[config.mk]
export PLATFORM = sky130hd
export DESIGN_NAME = seq_detect_stream_ctrl
export DESIGN_NICKNAME = d
export VERILOG_FILES = /design/src/rtl/seq_detect_stream_ctrl.sv
export SDC_FILE = /design/constraint.sdc
export NUM_CORES = 1
export LEC_CHECK = 0
export ABC_AREA = 0
export CORE_ASPECT_RATIO = 0.7
export CORE_MARGIN = 3
export CORE_UTILIZATION = 25
export CTS_CLUSTER_DIAMETER = 200
export DETAILED_ROUTE_END_ITERATION = 8
export PLACE_DENSITY_LB_ADDON = 0.08
export SLEW_MARGIN = 15
export SYNTH_ARGS = -nofsm -noshare
export SYNTH_HDL_FRONTEND = slang
export SYNTH_SLANG_ARGS = --single-unit
[constraint.sdc]
create_clock -name clk -period 2.05 [get_ports clk]
set_input_delay 0.3075 -clock clk [delete_from_list [all_inputs] [get_ports clk]]
set_output_delay 0.3075 -clock clk [all_outputs]
set_load 0.02 [all_outputs]
[src/rtl/seq_detect_stream_ctrl.sv]
// seq_detect_stream_ctrl: takes parallel words on a valid/ready input, feeds them MSB-first
// into an external 0110 non-overlapping detector, and counts the detector hits for each word.
// Latency: DATA_W+2 cycles from acceptance to out_valid (DATA_W+3 with SEQ_CTRL_WORD_ISOLATE_EN).
// Backpressure: in_ready is high only in IDLE. A result stays in REPORT until out_ready is seen.
//
// Optional build macro: SEQ_CTRL_WORD_ISOLATE_EN. When it is defined, a one-cycle CLEAR state
// pulses det_clear before each word, so every word is scanned from a clean detector.
//
// Ports:
//   clk, reset        rising-edge clock; synchronous active-high reset
//   in_valid/in_ready input word handshake; in_data[DATA_W-1] is applied first
//   det_en, det_bit   advance strobe and data bit to the detector (en / data_in)
//   det_clear         one-cycle detector clear, ORed with reset at the top level
//   det_detected      registered detected flag from the detector
//   out_valid/out_ready, out_matches   per-word result handshake and match count
//   total_matches     saturating count of every match since reset
//   busy              high whenever the controller is not in IDLE
module seq_detect_stream_ctrl #(
    parameter  int DATA_W  = 8,
    parameter  int TOTAL_W = 16,
    localparam int MATCH_W = $clog2(DATA_W + 1)
) (
    input  logic               clk,
    input  logic               reset,
    input  logic               in_valid,
    output logic               in_ready,
    input  logic [DATA_W-1:0]  in_data,
    output logic               det_en,
    output logic               det_bit,
    output logic               det_clear,
    input  logic               det_detected,
    output logic               out_valid,
    input  logic               out_ready,
    output logic [MATCH_W-1:0] out_matches,
    output logic [TOTAL_W-1:0] total_matches,
    output logic               busy
);

    localparam int               CNT_W     = $clog2(DATA_W);
    localparam logic [CNT_W-1:0] LAST_BIT  = CNT_W'(DATA_W - 1);
    localparam logic [TOTAL_W-1:0] TOTAL_MAX = {TOTAL_W{1'b1}};

    localparam logic [2:0] ST_IDLE   = 3'd0;
    localparam logic [2:0] ST_SHIFT  = 3'd2;
    localparam logic [2:0] ST_DRAIN  = 3'd3;
    localparam logic [2:0] ST_REPORT = 3'd4;
`ifdef SEQ_CTRL_WORD_ISOLATE_EN
    localparam logic [2:0] ST_CLEAR  = 3'd1;
    localparam logic [2:0] ST_ENTRY  = ST_CLEAR;
`else
    localparam logic [2:0] ST_ENTRY  = ST_SHIFT;
`endif

    logic [2:0]         state_q,       state_d;
    logic [DATA_W-1:0]  shreg_q,       shreg_d;
    logic [CNT_W-1:0]   bitcnt_q,      bitcnt_d;
    logic               sample_q,      sample_d;
    logic [MATCH_W-1:0] match_cnt_q,   match_cnt_d;
    logic [MATCH_W-1:0] out_matches_q, out_matches_d;
    logic [TOTAL_W-1:0] total_q,       total_d;
    logic               sample_hit;

    // Control outputs decode straight from the state so that the first SHIFT
    // cycle strobes the detector in the cycle right after acceptance.
    assign in_ready      = (state_q == ST_IDLE);
    assign busy          = (state_q != ST_IDLE);
    assign det_en        = (state_q == ST_SHIFT);
    assign det_bit       = det_en & shreg_q[DATA_W-1];
    assign out_valid     = (state_q == ST_REPORT);
    assign out_matches   = out_matches_q;
    assign total_matches = total_q;
`ifdef SEQ_CTRL_WORD_ISOLATE_EN
    assign det_clear     = (state_q == ST_CLEAR);
`else
    assign det_clear     = 1'b0;
`endif

    // The detector registers its flag on the det_en edge. The result of a bit therefore
    // appears one cycle later, and sample_q marks exactly those cycles. A detected
    // level held over from an earlier word never lines up with sample_q, because
    // the cycle before the first SHIFT cycle always has det_en low.
    assign sample_hit = sample_q & det_detected;

    always_comb begin
        state_d       = state_q;
        shreg_d       = shreg_q;
        bitcnt_d      = bitcnt_q;
        match_cnt_d   = match_cnt_q;
        out_matches_d = out_matches_q;
        sample_d      = det_en;

        if (sample_hit) begin
            match_cnt_d = match_cnt_q + 1'b1;
        end

        case (state_q)
            ST_IDLE: begin
                if (in_valid) begin
                    shreg_d     = in_data;
                    bitcnt_d    = '0;
                    match_cnt_d = '0;
                    state_d     = ST_ENTRY;
                end
            end
`ifdef SEQ_CTRL_WORD_ISOLATE_EN
            ST_CLEAR: begin
                state_d = ST_SHIFT;
            end
`endif
            ST_SHIFT: begin
                shreg_d  = {shreg_q[DATA_W-2:0], 1'b0};
                bitcnt_d = bitcnt_q + 1'b1;
                if (bitcnt_q == LAST_BIT) begin
                    state_d = ST_DRAIN;
                end
            end
            ST_DRAIN: begin
                // The final bit's sample lands in this cycle, so capture the
                // count including it.
                out_matches_d = match_cnt_d;
                state_d       = ST_REPORT;
            end
            ST_REPORT: begin
                if (out_ready) begin
                    state_d = ST_IDLE;
                end
            end
            default: begin
                state_d = ST_IDLE;
            end
        endcase
    end

    // The running total stops at its maximum value and never wraps.
    always_comb begin
        total_d = total_q;
        if (sample_hit && (total_q != TOTAL_MAX)) begin
            total_d = total_q + 1'b1;
        end
    end

    always_ff @(posedge clk) begin
        if (reset) begin
            state_q       <= ST_IDLE;
            shreg_q       <= '0;
            bitcnt_q      <= '0;
            sample_q      <= 1'b0;
            match_cnt_q   <= '0;
            out_matches_q <= '0;
            total_q       <= '0;
        end else begin
            state_q       <= state_d;
            shreg_q       <= shreg_d;
            bitcnt_q      <= bitcnt_d;
            sample_q      <= sample_d;
            match_cnt_q   <= match_cnt_d;
            out_matches_q <= out_matches_d;
            total_q       <= total_d;
        end
    end

endmodule

Word level (Yosys, flattened, before mapping)

Cells that the tools add are included.

Output and inout port bits: 26
Word-level logic and storage cells: 37
Register bits after elaboration: 39
Bits of input ports: 13

Bitwise gates (word level): 2
Equality and inequality tests: 8
Reduce and logical (&&, ||, !) cells: 6
Mux-type cells: 11
Add/sub/neg operators: 3

Operators with widths:

| cell                                                   | number |
|---|---|
| adder 16 x 1 -> 16 bit (second input constant)         | 1 |
| inequality test 16 bit (second input constant)         | 1 |
| case mux 8 bit (2 select lines)                        | 1 |
| 2-to-1 mux 3 bit                                       | 4 |
| 2-to-1 mux 4 bit                                       | 3 |
| case mux 3 bit (4 select lines)                        | 1 |
| 2-to-1 mux 8 bit                                       | 1 |
| equality test 3 x 2 -> 1 bit (second input constant)   | 2 |
| equality test 3 bit (second input constant)            | 2 |
| case mux 3 bit (2 select lines)                        | 1 |
| adder 4 x 1 -> 4 bit (second input constant)           | 1 |
| inequality test 2 x 1 -> 1 bit (second input constant) | 2 |
| adder 3 x 1 -> 3 bit (second input constant)           | 1 |
| logical NOT 3 bit                                      | 1 |
| AND reduction 3 bit                                    | 1 |
| nonzero test 3 bit                                     | 1 |
| bitwise AND 1 bit                                      | 2 |
| inequality test 2 bit (second input constant)          | 1 |
| AND reduction 2 bit                                    | 1 |
| nonzero test 2 bit                                     | 1 |
| logical AND 1 bit                                      | 1 |

Depth between registers and ports, before layout

Word-level depth: 4
Mapped depth: 6
Mapped depth without buffers: 5

Worst setup path after synthesis

Ideal clock, no wire load.

Kind: reg2reg
From: register total_q[2] (netlist: total_matches[2])
To: register total_q[13] (netlist: total_matches[13])
Cell stages (with the launch flop): 6
Path slack: 198 ps
Library setup time: 132 ps
Data required time: 1918 ps
Buffers on the path: 1
Arrival: 1720 ps
Period minus slack after synthesis: 1852 ps
Cells stage by stage: dfxtp_1 > nand3_2 > or4b_1 > buf_2 > o311ai_1 > o41ai_1

Cells in the longest elaborated chain, start to end: 2
Elaborated cells on any way between the ends: 3
Those cells by class: add/sub (1); eq/ne (1); reduce/logical (1)

RTL lines:

| what                                                           | RTL line | RTL |
|---|---|---|
| start: declaration                                             | 60       | `logic [TOTAL_W-1:0] total_q, total_d;` |
| start signal: assignment                                       | 158      | `total_q <= total_d;` |
| branches (longest 2 deep; another with adder 16 x 1 -> 16 bit) | n/a      |  |

Several ways; the timed one is not identified.
A chain may end at the register's enable or synchronous reset.

Final worst setup path

From: register state_q[0]
To: output port det_en

Cells in the longest elaborated chain, start to end: 1

RTL lines:

| what                         | RTL line | RTL |
|---|---|---|
| start: declaration           | 54       | `logic [2:0] state_q, state_d;` |
| start signal: assignment     | 152      | `state_q <= state_d;` |
| equality test 3 x 2 -> 1 bit | 67       | `assign det_en = (state_q == ST_SHIFT);` |
| end: declaration             | 28       | `output logic det_en,` |

No other way between the ends.

==> results.sh <==
export IMPL_synthToLayoutAreaGrowth_pct=36.4
export IMPL_worstSetupPathType="flop to output pin"
export IMPL_synthXorXnorAreaFrac_pct=1.47
export IMPL_yosys_mux_area_fraction_pct=1.68
export IMPL_pwr_share_comb_pct=10.0
export IMPL_io_buffers=37
export IMPL_clkSinkCount=39
export IMPL_cts_root_buf="clkbuf_8"
export IMPL_crit_buf_inv=2
export IMPL_grt_busiest_layer="met1"
export IMPL_num_vias=1638
export IMPL_holdPathEnd="shreg_q[0]$_SDFFE_PP0P_"
export IMPL_power_mw=1.48
export IMPL_worst_pin_slew_ns=0.639
export IMPL_min_period_ns=1.91
export IMPL_vias_per_cell=4.61
export IMPL_nNetsFinal=278
export IMPL_end_kind="output pin"
export IMPL_fin_crit_sh_pct=93.2
export IMPL_syn_area_um2=1780
export IMPL_synthCells=212
export IMPL_finClkSkew_ns=0.00410
export IMPL_synth_adder_area_share_pct=2.81
export IMPL_finalSetupViolCount=0
export IMPL_worst_path_largest_cell_delay_ns=0.63
export IMPL_use_met1_pct=18.2
export IMPL_cts_clk_slew_worst_paths_ns=0.08
export IMPL_rsz0062_at_grt="false"
export IMPL_gr_total_overflow=0
export IMPL_grt_pass1_wl_mm=7.72
export IMPL_status="finished clean"
export IMPL_critical_path_depth=4
export IMPL_place_congestion=0.711
export IMPL_clkPwrFrac_pct=36.0
export IMPL_reg2reg_from="total_matches[1]$_SDFFE_PP0P_"
export IMPL_synth_cell_type_count=47
export IMPL_hold_viol_final=0
export IMPL_grt_use_met3_pct=3.20
export IMPL_post_drt_wl_per_cell_um=13.6
export IMPL_die_h_um=76.7
export IMPL_rrSetupSlack_ns=0.23
export IMPL_power_density_nw_per_um2=607
export IMPL_dp_cells=348
export IMPL_antenna_found_initial=0
export IMPL_synth_top_family_by_area="simple AND/OR/NAND/NOR gates"
export IMPL_fin_area_um2=2430
export IMPL_start_util_pct=26.1
export IMPL_cpLargestDelayFamily="buffers and inverters"
export IMPL_dp_hpwl_mm=3.47
export IMPL_synth_simple_area_share_pct=28.1
export IMPL_chipWidth_um=107
export IMPL_synthArstFlopShare_pct=0
export IMPL_p_sw_mw=0.364
export IMPL_synth_flop_cell="dfxtp_1"
export IMPL_layout_cells_non_filler=355
export IMPL_drive_above_1_share_pct=11.5
export IMPL_worstHoldPathType="flop to flop"
export IMPL_grt_use_total_pct=11.9
export IMPL_worst_ep_arrival_time_ns=1.60
export IMPL_peakVddDrop_v=0.000241
export IMPL_dr_pass1_iters=4
export IMPL_ys_seq_elements=39
export IMPL_std_cell_rows=25
export IMPL_n_antenna_cell=0
export IMPL_grt_max_degree=21
export IMPL_cts_hold_buf=0
export IMPL_cp_required_ns=1.74
export IMPL_grt_pass1_vias=1518
export IMPL_cts_tree="done"
export IMPL_dpl_cell_area_um2=2350
export IMPL_slew_headroom_pct=57.3
export IMPL_synth_warnings=0
export IMPL_seq_area_frac_synth_pct=43.8
export IMPL_grt_met2_usage_pct=15.6
export IMPL_swShare_pct=24.7
export IMPL_cts_made_buffers=5
export IMPL_drc=0
export IMPL_synth_compound_area_share_pct=18.0
export IMPL_synth_nets=229
export IMPL_leakagePower_nw=0.918
export IMPL_core_region_area_um2=6820
export IMPL_fmax_mhz=523
export IMPL_rr_worst_depth=5
export IMPL_crit_chain="nor2_1, nand2_1, inv_1, clkdlybuf4s50_1"
export IMPL_die_area_um2=8200
export IMPL_crit_path_top_delay_cell="clkdlybuf4s50_1"
export IMPL_p_int_mw=1.11
export IMPL_start_kind="flop"
export IMPL_maxCapViolations=0
export IMPL_clock_latency_ns=0.28
export IMPL_drt_total_wl_mm=4.83
export IMPL_h_tree_depth=2
export IMPL_drv_slew=0
export IMPL_crit_fanout=5
export IMPL_drt_iter0_markers=61
export IMPL_synth_edf_count=0
export IMPL_cts_setup_buffers=0
export IMPL_ios=39
export IMPL_syn_avg_cell_area_um2=8.41
export IMPL_final_antenna_net_count=0
export IMPL_r2r_end="total_matches[12]$_SDFFE_PP0P_"
export IMPL_min_from="shreg_q[0]$_SDFFE_PP0P_"
export IMPL_seqPwrFrac_pct=53.9
export IMPL_clock_path_buffers=2
export IMPL_hold_depth=2
==> area by class of cell <==
cell class	instances	area, µm²
fillers	756	4390
multi-input cells	156	931
flip-flops and latches	39	781
repair buffers	54	497
well taps	94	118
clock buffers	6	82.6
inverters	5	18.8
clock inverters	1	5.00
==> synthesized netlist by cell type, types with 2 or more instances <==
cell / count / area (µm²)
or3_1: 3 / 18.8
nor3b_1: 2 / 15.0
dfxtp_1: 39 / 781
and3_1: 5 / 31.3
buf_2: 3 / 15.0
o21ai_0: 6 / 30.0
mux2i_1: 3 / 30.0
xor2_1: 2 / 17.5
a211oi_1: 4 / 30.0
a31oi_1: 2 / 12.5
nor2b_1: 2 / 12.5
nand3_1: 13 / 65.1
a21oi_1: 13 / 65.1
ha_1: 4 / 50.1
nor2_1: 23 / 86.3
clkbuf_1: 7 / 26.3
a311oi_1: 7 / 61.3
nor4_1: 3 / 18.8
and4_1: 2 / 17.5
o41ai_1: 2 / 17.5
inv_1: 5 / 18.8
nor3_1: 10 / 50.1
nand2_1: 28 / 105
==> cell families (layout without fill, tap and decap cells) <==
group	count (synthesis)	after routing
and+or+nand+nor	100	100
DFF	39	39
buffers and inverters	17	66
other	1	1
adders and majority gates	4	4
AOI/OAI and AO/OA	45	45
xor gates and xnor gates	3	3
muxes	3	3
==> registers in the layout (all words and copies together) (netlist names) <==
signal	count
total_matches	16
match_cnt_q	4
sample_q	1
out_matches	4
state_q	3
shreg_q	8
bitcnt_q	3
==> cells in the final DEF (no fill, tap or decap), types with 2 or more instances in the layout <==
master and count:
o41ai_1 2, inv_1 5, a211oi_1 4, nor3b_1 2
o21ai_0 6, clkbuf_8 6, a311oi_1 7, xor2_1 2
nor2_1 23, nor3_1 10, clkdlybuf4s50_1 36, nor2b_1 2
buf_4 17, and4_1 2, a21oi_1 13, nand2_1 28
or3_1 3, dfxtp_1 39, ha_1 4, nand3_1 13
mux2i_1 3, a31oi_1 2, nor4_1 3, and3_1 5
==> stage by stage <==
step | util [%] | hold WS [ns] | worst slack, ns | setup TNS (ns)
2_1_floorplan | - | 0.444 | 0.198 | 0
3_3_place_gp | 34.4 | 0.459 | -0.0453 | -0.0630
3_5_place_dp | 34.4 | 0.463 | -0.0609 | -0.0913
4_1_cts | 35.7 | 0.474 | 0.109 | 0
5_1_grt | 35.7 | 0.496 | 0.0233 | 0
6_report | 35.7 | 0.471 | 0.139 | 0
==> worst min-delay path, cell delays in order (launching register included) <==
cell and delay [ns]:
dfxtp_1 0.31, nand3_1 0.06, a21oi_1 0.06
==> per-layer routing <==
| metal | share of wire (%) | routed length [µm] |
|---|---|---|
| met3 | 3.8 | 181 |
| met2 | 39 | 1880 |
| met5 | 0 | 0 |
| met4 | 0.89 | 43 |
| met1 | 56 | 2720 |
==> power by group through the flow <==
stage / clock network [mW] / logic [mW] / registers [mW]
floorplan: 0 / 0.0823 / 0.811
global placement: 0 / 0.150 / 0.813
detailed placement: 0 / 0.150 / 0.813
CTS: 0.556 / 0.150 / 0.795
global route: 0.583 / 0.165 / 0.799
finish: 0.531 / 0.148 / 0.796
==> worst max-delay path by stage <==
| stage | start | endpoint | slack, ns |
|---|---|---|---|
| after global routing | state_q[0]$_SDFFE_PP0P_ | det_en | 0.02 |
| after global placement | det_detected | total_matches[13]$_SDFFE_PP0P_ | -0.05 |
| after CTS | state_q[2]$_SDFFE_PP0P_ | out_valid | 0.11 |
| after detailed placement | det_detected | total_matches[13]$_SDFFE_PP0P_ | -0.06 |
| final | state_q[0]$_SDFFE_PP0P_ | det_en | 0.14 |
| after floorplan | total_matches[2]$_SDFFE_PP0P_ | total_matches[13]$_SDFFE_PP0P_ | 0.20 |
==> timing repair <==
action | in CTS | in global routing
resized for setup | 1 | 0
setup endpoints to repair | 1 | 0
hold endpoints to repair | 0 | 0
(Power assumes the default switching activity.)
